**src/rtl/uart_tx_pkg.sv**
```systemverilog
// Shared types for the parametrised UART transmitter: FSM state encoding,
// per-frame configuration captured with each word, and a frame length helper.
package uart_tx_pkg;

    typedef enum logic [2:0] {
        IDLE   = 3'b000,
        START  = 3'b001,
        DATA   = 3'b011,
        PARITY = 3'b010,
        STOP   = 3'b110
    } state_e;

    typedef struct packed {
        logic par_en;
        logic par_typ;
        logic stop2;
    } frame_cfg_t;

    // Bit times in one frame: start + data + optional parity + one or two stops.
    function automatic int unsigned frame_bits(input int unsigned width,
                                               input logic        par_en,
                                               input logic        stop2);
        return width + 32'd2 + 32'(par_en) + 32'(stop2);
    endfunction

endpackage

```
**src/rtl/uart_tx_param_if.sv**
```systemverilog
// Source-side bus of the UART transmitter: parallel word, per-frame config,
// baud divider and the valid/ready handshake.
interface uart_tx_param_if #(
    parameter int DATA_WIDTH = 8,
    parameter int DIV_W      = 16
);
    logic [DATA_WIDTH-1:0] P_DATA;
    logic                  DATA_VALID;
    logic                  DATA_READY;
    logic                  PAR_EN;
    logic                  PAR_TYP;
    logic                  STOP2;
    logic [DIV_W-1:0]      BAUD_DIV;

    modport master (
        output P_DATA, DATA_VALID, PAR_EN, PAR_TYP, STOP2, BAUD_DIV,
        input  DATA_READY
    );

    modport slave (
        input  P_DATA, DATA_VALID, PAR_EN, PAR_TYP, STOP2, BAUD_DIV,
        output DATA_READY
    );
endinterface

```
**src/rtl/uart_baud_gen.sv**
```systemverilog
// Bit-time generator: latches the divider on load and emits a one-cycle
// bit_tick_o every div cycles while enabled. A divider of 0 behaves as 1.
module uart_baud_gen #(
    parameter int DIV_W = 16
) (
    input  logic             clk,
    input  logic             srst,
    input  logic             load_i,
    input  logic             en_i,
    input  logic [DIV_W-1:0] div_i,
    output logic             bit_tick_o
);

    logic [DIV_W-1:0] div_q, div_d;
    logic [DIV_W-1:0] cnt_q, cnt_d;
    logic             terminal;

    assign terminal   = (cnt_q == div_q - DIV_W'(1));
    assign bit_tick_o = en_i && terminal;

    always_comb begin
        div_d = div_q;
        cnt_d = cnt_q;
        if (load_i) begin
            div_d = (div_i == '0) ? DIV_W'(1) : div_i;
            cnt_d = '0;
        end else if (en_i) begin
            cnt_d = terminal ? '0 : cnt_q + DIV_W'(1);
        end
    end

    always_ff @(posedge clk) begin
        if (srst) begin
            div_q <= '0;
            cnt_q <= '0;
        end else begin
            div_q <= div_d;
            cnt_q <= cnt_d;
        end
    end

endmodule

```
**src/rtl/uart_tx_param.sv**
```systemverilog
// UART transmitter with a one-entry holding buffer for gap-free frames,
// runtime baud divider, optional parity and one or two stop bits.
module uart_tx_param
    import uart_tx_pkg::*;
#(
    parameter int DATA_WIDTH = 8,
    parameter int DIV_W      = 16
) (
    input  logic            clk,
    input  logic            reset,
    uart_tx_param_if.slave  src,
    output logic            TX_OUT,
    output logic            Busy
);

    localparam int CNT_W = (DATA_WIDTH > 1) ? $clog2(DATA_WIDTH) : 1;

    state_e                state_q, state_d;
    logic                  buf_full_q, buf_full_d;
    logic [DATA_WIDTH-1:0] buf_data_q, buf_data_d;
    frame_cfg_t            buf_cfg_q, buf_cfg_d;
    logic                  ready_q, ready_d;
    logic [DATA_WIDTH-1:0] shift_q, shift_d;
    frame_cfg_t            cfg_q, cfg_d;
    logic                  par_bit_q, par_bit_d;
    logic [CNT_W-1:0]      bit_cnt_q, bit_cnt_d;
    logic                  stop_cnt_q, stop_cnt_d;
    logic                  tx_q, tx_d;
    logic                  busy_q, busy_d;

    logic bit_tick;
    logic accept;
    logic stop_done;
    logic load;

    assign accept    = src.DATA_VALID && ready_q;
    assign stop_done = !cfg_q.stop2 || stop_cnt_q;
    // A frame load happens from IDLE, or straight out of the last stop bit so
    // the next start bit follows without an idle cycle.
    assign load      = buf_full_q &&
                       ((state_q == IDLE) ||
                        (state_q == STOP && bit_tick && stop_done));

    uart_baud_gen #(
        .DIV_W (DIV_W)
    ) u_baud (
        .clk        (clk),
        .srst       (reset),
        .load_i     (load),
        .en_i       (state_q != IDLE),
        .div_i      (src.BAUD_DIV),
        .bit_tick_o (bit_tick)
    );

    always_comb begin
        state_d    = state_q;
        buf_full_d = buf_full_q;
        buf_data_d = buf_data_q;
        buf_cfg_d  = buf_cfg_q;
        shift_d    = shift_q;
        cfg_d      = cfg_q;
        par_bit_d  = par_bit_q;
        bit_cnt_d  = bit_cnt_q;
        stop_cnt_d = stop_cnt_q;

        if (load) begin
            buf_full_d = 1'b0;
        end
        if (accept) begin
            buf_full_d = 1'b1;
            buf_data_d = src.P_DATA;
            buf_cfg_d  = '{par_en: src.PAR_EN, par_typ: src.PAR_TYP, stop2: src.STOP2};
        end
        // Ready is registered from the next buffer state, so it never depends
        // combinationally on DATA_VALID and stays low for a cycle after reset.
        ready_d = !buf_full_d;

        case (state_q)
            IDLE: begin
                if (buf_full_q) begin
                    state_d = START;
                end
            end
            START: begin
                if (bit_tick) begin
                    state_d = DATA;
                end
            end
            DATA: begin
                if (bit_tick) begin
                    shift_d = shift_q >> 1;
                    if (bit_cnt_q == CNT_W'(DATA_WIDTH - 1)) begin
                        bit_cnt_d = '0;
                        state_d   = cfg_q.par_en ? PARITY : STOP;
                    end else begin
                        bit_cnt_d = bit_cnt_q + CNT_W'(1);
                    end
                end
            end
            PARITY: begin
                if (bit_tick) begin
                    state_d = STOP;
                end
            end
            STOP: begin
                if (bit_tick) begin
                    if (stop_done) begin
                        stop_cnt_d = 1'b0;
                        state_d    = buf_full_q ? START : IDLE;
                    end else begin
                        stop_cnt_d = 1'b1;
                    end
                end
            end
            default: begin
                state_d = IDLE;
            end
        endcase

        if (load) begin
            shift_d    = buf_data_q;
            cfg_d      = buf_cfg_q;
            par_bit_d  = buf_cfg_q.par_typ ? ^buf_data_q : ~^buf_data_q;
            bit_cnt_d  = '0;
            stop_cnt_d = 1'b0;
        end
    end

    // Line outputs are registered one cycle behind the state they encode.
    always_comb begin
        tx_d   = 1'b1;
        busy_d = (state_q != IDLE);
        case (state_q)
            START:   tx_d = 1'b0;
            DATA:    tx_d = shift_q[0];
            PARITY:  tx_d = par_bit_q;
            default: tx_d = 1'b1;
        endcase
    end

    always_ff @(posedge clk) begin
        if (reset) begin
            state_q    <= IDLE;
            buf_full_q <= 1'b0;
            buf_data_q <= '0;
            buf_cfg_q  <= '0;
            ready_q    <= 1'b0;
            shift_q    <= '0;
            cfg_q      <= '0;
            par_bit_q  <= 1'b0;
            bit_cnt_q  <= '0;
            stop_cnt_q <= 1'b0;
            tx_q       <= 1'b1;
            busy_q     <= 1'b0;
        end else begin
            state_q    <= state_d;
            buf_full_q <= buf_full_d;
            buf_data_q <= buf_data_d;
            buf_cfg_q  <= buf_cfg_d;
            ready_q    <= ready_d;
            shift_q    <= shift_d;
            cfg_q      <= cfg_d;
            par_bit_q  <= par_bit_d;
            bit_cnt_q  <= bit_cnt_d;
            stop_cnt_q <= stop_cnt_d;
            tx_q       <= tx_d;
            busy_q     <= busy_d;
        end
    end

    assign src.DATA_READY = ready_q;
    assign TX_OUT         = tx_q;
    assign Busy           = busy_q;

endmodule

```
**src/flat_wrapper.sv**
```systemverilog
// flat-port wrapper written by rule: the top's interface ports become plain ports
module uart_tx_param_flat import uart_tx_pkg::*;
#(
    parameter int DATA_WIDTH = 8,
    parameter int DIV_W      = 16
)
  (clk, reset, TX_OUT, Busy, src_P_DATA, src_DATA_VALID, src_PAR_EN, src_PAR_TYP, src_STOP2, src_BAUD_DIV, src_DATA_READY);
  uart_tx_param_if #(.DATA_WIDTH(DATA_WIDTH), .DIV_W(DIV_W)) src_i ();
  input  logic clk;
  input  logic reset;
  output logic TX_OUT;
  output logic Busy;
  input wire logic [$bits(src_i.P_DATA)-1:0] src_P_DATA;
  input wire logic [$bits(src_i.DATA_VALID)-1:0] src_DATA_VALID;
  input wire logic [$bits(src_i.PAR_EN)-1:0] src_PAR_EN;
  input wire logic [$bits(src_i.PAR_TYP)-1:0] src_PAR_TYP;
  input wire logic [$bits(src_i.STOP2)-1:0] src_STOP2;
  input wire logic [$bits(src_i.BAUD_DIV)-1:0] src_BAUD_DIV;
  output wire logic [$bits(src_i.DATA_READY)-1:0] src_DATA_READY;
  assign src_i.P_DATA = src_P_DATA;
  assign src_i.DATA_VALID = src_DATA_VALID;
  assign src_i.PAR_EN = src_PAR_EN;
  assign src_i.PAR_TYP = src_PAR_TYP;
  assign src_i.STOP2 = src_STOP2;
  assign src_i.BAUD_DIV = src_BAUD_DIV;
  assign src_DATA_READY = src_i.DATA_READY;
  uart_tx_param #(.DATA_WIDTH(DATA_WIDTH), .DIV_W(DIV_W)) u_core (.clk(clk), .reset(reset), .src(src_i), .TX_OUT(TX_OUT), .Busy(Busy));
endmodule
```
**config.mk**
```make
export PLATFORM = sky130hd
export DESIGN_NAME = uart_tx_param_flat
export DESIGN_NICKNAME = d
export VERILOG_FILES = /design/src/rtl/uart_tx_pkg.sv /design/src/rtl/uart_tx_param_if.sv /design/src/rtl/uart_baud_gen.sv /design/src/rtl/uart_tx_param.sv /design/src/flat_wrapper.sv
export SDC_FILE = /design/constraint.sdc
export NUM_CORES = 1
export LEC_CHECK = 0
export CORE_MARGIN = 3
export CORE_UTILIZATION = 30
export CTS_CLUSTER_DIAMETER = 100
export DETAILED_ROUTE_END_ITERATION = 16
export MAX_ROUTING_LAYER = met4
export PLACE_DENSITY = 0.55
export SETUP_SLACK_MARGIN = 0.5
export SLEW_MARGIN = 10
export SYNTH_ARGS = -nofsm -noshare
export SYNTH_HDL_FRONTEND = slang
export SYNTH_HIERARCHICAL = 1
export SYNTH_SLANG_ARGS = --single-unit
export TNS_END_PERCENT = 100
```
**constraint.sdc**
```tcl
create_clock -name clk -period 7.54 [get_ports clk]
set_input_delay 1.508 -clock clk [delete_from_list [all_inputs] [get_ports clk]]
set_output_delay 1.508 -clock clk [all_outputs]
set_load 0.01 [all_outputs]
```
Word level (Yosys, flattened, before mapping)
Cells that the tools add are included.
Word-level totals
  bits in registers: 65
  bits of input ports: 30
  logic and storage cells: 75
  output and inout bits: 3
Operators by class
  multiplexer cells: 21
  add/sub/neg operators: 3
  equal/unequal tests: 13
  reductions and logical operators: 21
Operator list (number)
  16-bit 2-to-1 mux: 2
  3-bit 2-to-1 mux: 9
  8-bit 2-to-1 mux: 3
  16-bit by 1-bit adder with 16-bit output, second input constant: 1
  16-bit equality test: 1
  16-bit logical NOT: 1
  16-bit by 1-bit subtractor with 16-bit output, second input constant: 1
  3-bit case mux with 5 select lines: 1
  2-bit by 1-bit != test with 1-bit output, second input constant: 7
  8-bit XNOR reduction: 1
  8-bit parity: 1
  7-bit AND reduction: 1
  3-bit by 2-bit equality test with 1-bit output, second input constant: 2
  3-bit equality test, second input constant: 2
  2-bit AND reduction: 3
  1-bit logical AND: 5
  1-bit 2-to-1 mux: 5
  2-bit nonzero test: 2
  3-bit by 1-bit adder with 3-bit output, second input constant: 1
  3-bit by 1-bit equality test with 1-bit output, second input constant: 1
  3-bit logical NOT: 1
  1-bit case mux with 3 select lines: 1
  3-bit nonzero test: 1
  1-bit logical NOT: 2
  2 further kinds: 3

Longest topological paths before layout
  depth in word-level cells: 10
  mapped depth: 17
  depth with buffers taken out: 14

Hierarchy
Netlist, hierarchy kept.
Modules (own cells, without submodules)
  uart_baud_gen: sequential area each 640.6 µm², instances 1, area an instance 1810.5 µm², cells each 204
  uart_tx_param: sequential area each 660.6 µm², instances 1, area an instance 1555.2 µm², cells each 169

Least setup slack after synthesis
No wires, ideal clock.
  path type: register to register
  start point: register u_core.u_baud.div_q[0]
  end point: register u_core.u_baud.cnt_q[2]
  setup slack: 3.726 ns
  setup time: 0.062 ns
  clock period less this slack: 3.814 ns
  stages on the path, launching flop included: 18
  buffers on the path: 3
  data required time: 7.478 ns
  arrival: 3.752 ns
  path through: dfxtp_1 -> clkbuf_1 -> inv_1 -> ha_1 -> or4b_2 -> nor4b_2 -> xnor2_1 -> nor2b_1 -> o21ai_0 -> nor4b_1 -> buf_6 -> and3_4 -> a31oi_4 -> inv_2 -> nor2_1 -> clkbuf_1 -> nand4_1 -> nand3_1
Between the ends
  cells in the longest elaborated chain, start to end: 8
  elaborated cells on any way between the ends: 9
  classes of those cells: 1 x add/sub; 1 x eq/ne; 1 x mux; 6 x reduce/logical
RTL lines
  start, declared: RTL line uart_baud_gen.sv:14  | logic [DIV_W-1:0] div_q, div_d;
  start signal, assigned: RTL line uart_baud_gen.sv:37  | div_q <= div_d;
  16-bit by 1-bit subtractor with 16-bit output: RTL line uart_baud_gen.sv:18  | assign terminal = (cnt_q == div_q - DIV_W'(1));
  16-bit equality test: RTL line uart_baud_gen.sv:18
  1-bit logical AND: RTL line uart_baud_gen.sv:19  | assign bit_tick_o = en_i && terminal;
  via u_core.bit_tick: RTL line uart_tx_param.sv:31  | logic bit_tick;
  1-bit logical AND (2 in series): RTL line uart_tx_param.sv:42  | (state_q == STOP && bit_tick && stop_done));
  1-bit logical OR: RTL line uart_tx_param.sv:41  | ((state_q == IDLE) ||
  1-bit logical AND: RTL line uart_tx_param.sv:40  | assign load = buf_full_q &&
  via u_core.load: RTL line uart_tx_param.sv:34  | logic load;
  2-bit OR reduction (no line)
  end signal, assigned: RTL line uart_baud_gen.sv:38  | cnt_q <= cnt_d;
  end, declared: RTL line uart_baud_gen.sv:15  | logic [DIV_W-1:0] cnt_q, cnt_d;
The timed path passes the listed nets, and every way through them passes these cells.
A chain may end at the register's enable or synchronous reset.

Final worst setup path
  start point: register u_core.u_baud.div_q[0]
  end point: register u_core.u_baud.div_q[2]
Between the ends
  cells in the longest elaborated chain, start to end: 7
RTL lines (RTL line)
  16-bit by 1-bit subtractor with 16-bit output: uart_baud_gen.sv:18
  16-bit equality test: uart_baud_gen.sv:18
  1-bit logical AND: uart_baud_gen.sv:19
  via u_core.bit_tick: uart_tx_param.sv:31
  1-bit logical AND (2 in series): uart_tx_param.sv:42
  1-bit logical OR: uart_tx_param.sv:41
  1-bit logical AND: uart_tx_param.sv:40
  via u_core.load: uart_tx_param.sv:34
The timed path passes the listed nets, and every way through them passes these cells.

==> impl_metrics.toml <==
[critical_path]
cp_slowest_stage_delay_ns = 0.69
critPathMostFrequentCell = "nand2_1"
cp.required_ns = 7.83
crit_path_cell_trace = "inv_1 > ha_1 > or4b_2 > nor4_1 > o211ai_1 > nand2_1 > nand4_1 > nor4b_1 > buf_4 > and3_4 > a31oi_4 > inv_2 > nand2_1 > nor2_1 > a22o_2"
endpoint_kind = "register"
path_class = "register to register"
cp.arrival_ns = 4.84
crit_path_top_delay_cell = "nor2_1"
critical_path.max_fanout = 18
start_kind = "register"

[routing]
dr_total_vias = 2708
totalWireLength_um = 7610
dr.pass1.iters = 4
drtIter0Drc = 164
drt-vias-per-instance = 4.98
postRouteAntennaNets = 0
remaining_drc_errors = 0
wire_per_inst_um = 14.0

[final_layout]
regArea_um2 = 1300
multi_input_area_um2 = 1910
utilization_pct = 36.5
diodes = 0
fin_nets = 434
area_growth_pct = 18.1
fillers = 1110
drive_gt1_share_pct = 8.91

[place]
hpwl_um = 5470
io_buffer_count = 32
place_congestion = 0.784

[synthesis]
synth_top_area_share_pct = 38.7
yosysWarnings = 6
yosysTopAreaCell = "dfxtp_1"
synth_nets = 407
ys_top_cells_by_area = "dfxtp_1, xnor2_1, nand2_1"
synth_common_cells = "dfxtp_1, nand2_1, nor2_1"
synth_edf_count = 0
yosysMostFrequentCell = "dfxtp_1"
synth_async_sr_flop_share_pct = 0
avgSynthCellArea_um2 = 9.02
synth_cells = 373
synth.distinct_cells = 63
syn_area_um2 = 3370
synth_seq_area_share_pct = 38.7
yosys_most_used_dff = "dfxtp_1"
synth-seq-cells = 65

[global_route]
grt_max_degree = 38
grt_usage_pct = 12.6
grt_pass1_vias = 2575
grt-ovfl-total = 0
antenna_found_initial = 0
grt_pass1_wl_um = 12400

[die]
die_w_um = 112
die_height_um = 112
ios = 33
num_rows = 38
start_util_pct = 30.9
core_um2 = 10900
die-area_um2 = 12500

[job]
maxCapViolCount = 0

[outcome]
status = "finished clean"

[min_path]
hp-class = "register to register"

[power]
p_leak_nw = 1.53
power_density_nw_per_um2 = 199
ir_drop_v = 0.0000833

[sta]
layout_min_cycle_time_ns = 4.55
max_freq_ghz = 0.220
tns_ns = 0
tightest_slew_ns = 0.890
setup_viol_count_final = 0
finalMaxSlewViolations = 0
slew_headroom_pct = 40.4
fin_skew_ns = 0.00710
final.period_utilization_pct = 60.3
rsz0062_at_grt = "false"
hold_viol = 0

[clock_tree]
cts_tree = "yes"
clock_latency_ns = 0.34
ctsHoldBuffers = 0
cts_buffer_depth = 2
clkTransAtPathRegs_ns = 0.07
cts-resized-gates = 0
clock-sinks = 65
h-tree-depth = 3
cts_setup_buffers = 0
cts_root_buffer = "clkbuf_8"
cts_buffers = 9
[placed cells by master, fill, tap and decap left out, types with 6 or more instances in the layout]
cell type / n
nor4_1: 7
nor3_1: 16
nand4_1: 9
a22o_1: 13
xor2_1: 15
nand3_1: 10
dfxtp_1: 65
xnor2_1: 21
nor2_1: 35
a21oi_1: 25
inv_1: 7
nand2_1: 37
o21ai_0: 6
clkdlybuf4s50_1: 32
mux2i_1: 10
a211oi_1: 9
clkbuf_8: 10
or3_1: 7
[per-stage QoR]
stage                     hold WS, ns  cells  power (mW)  worst slack, ns  instance area (um2)
after floorplan                 0.431    373       0.442             3.73                 3370
after global placement          0.442    529       0.475             3.10                 3760
after detailed placement        0.452    529       0.476             3.02                 3760
after CTS                       0.461    544       0.802             2.99                 3970
after global routing            0.495    544       0.826             2.57                 3970
final                           0.465    544       0.792             2.99                 3970
[report_power, final]
group | switching, mW | internal [mW] | total, mW | leakage [nW]
Combinational | 0.0519 | 0.0514 | 0.103 | 0.899
Sequential | 0.0121 | 0.353 | 0.366 | 0.527
Clock | 0.130 | 0.193 | 0.324 | 0.106
[flip-flops by register name (all words and copies together) (netlist names), 2 cells and up]
register,cells
u_core/state_q,3
u_core/u_baud/cnt_q,16
u_core/buf_cfg_q,3
u_core/u_baud/div_q,16
u_core/buf_data_q,8
u_core/shift_q,8
u_core/cfg_q,2
u_core/bit_cnt_q,3
[path summary, 6_finish.rpt]
kind,end,slack (ns),cells past startpoint,from
worst max-delay path,u_core/u_baud/div_q[2],2.99,15,u_core/u_baud/div_q[0]
worst min-delay path,u_core/cfg_q[0],0.46,2,u_core/buf_cfg_q[0]
worst max register to register,u_core/u_baud/div_q[2],2.99,15,u_core/u_baud/div_q[0]
worst min register to register,u_core/cfg_q[0],0.46,2,u_core/buf_cfg_q[0]
[routing by layer]
metal	GRT usage [%]	routed length, um	share of wire [%]	vias up
met1	17.1	3960	52	1260
li1	-	-	-	1400
met4	5.52	164	2.2	0
met3	3.10	252	3.3	13
met2	17.6	3230	42	35
met5	-	0	0	-
[cell type report]
| cell class | count | share of cell area, % |
|---|---|---|
| Clock buffer | 12 | 3.65 |
| Clock inverter | 3 | 1.64 |
| Inverter | 8 | 0.756 |
| Multi-Input combinational cell | 281 | 48.2 |
| Sequential cell | 65 | 32.7 |
| Tap cell | 140 | 4.41 |
| Timing Repair Buffer | 35 | 8.63 |
[cells by family (layout without fill, tap and decap cells)]
family                     Yosys count  count (layout)  share of synthesized area, %
xor gates and xnor gates            37              37                          10.0
DFF                                 65              65                          38.7
AOI/OAI and AO/OA                   76              76                          17.2
adders and majority gates            4               4                          1.49
buffers and inverters               27              58                          4.46
and+or+nand+nor                    154             154                          25.1
muxes                               10              10                          2.97
[critical path: cells and delay by family (launching register included)]
family                     cells  cell delay (ns)
adders and majority gates      1             0.24
AOI/OAI and AO/OA              3             0.65
DFF                            1             0.40
and+or+nand+nor                8             2.52
buffers and inverters          3             0.66
Power figures use the tool's default switching activity.
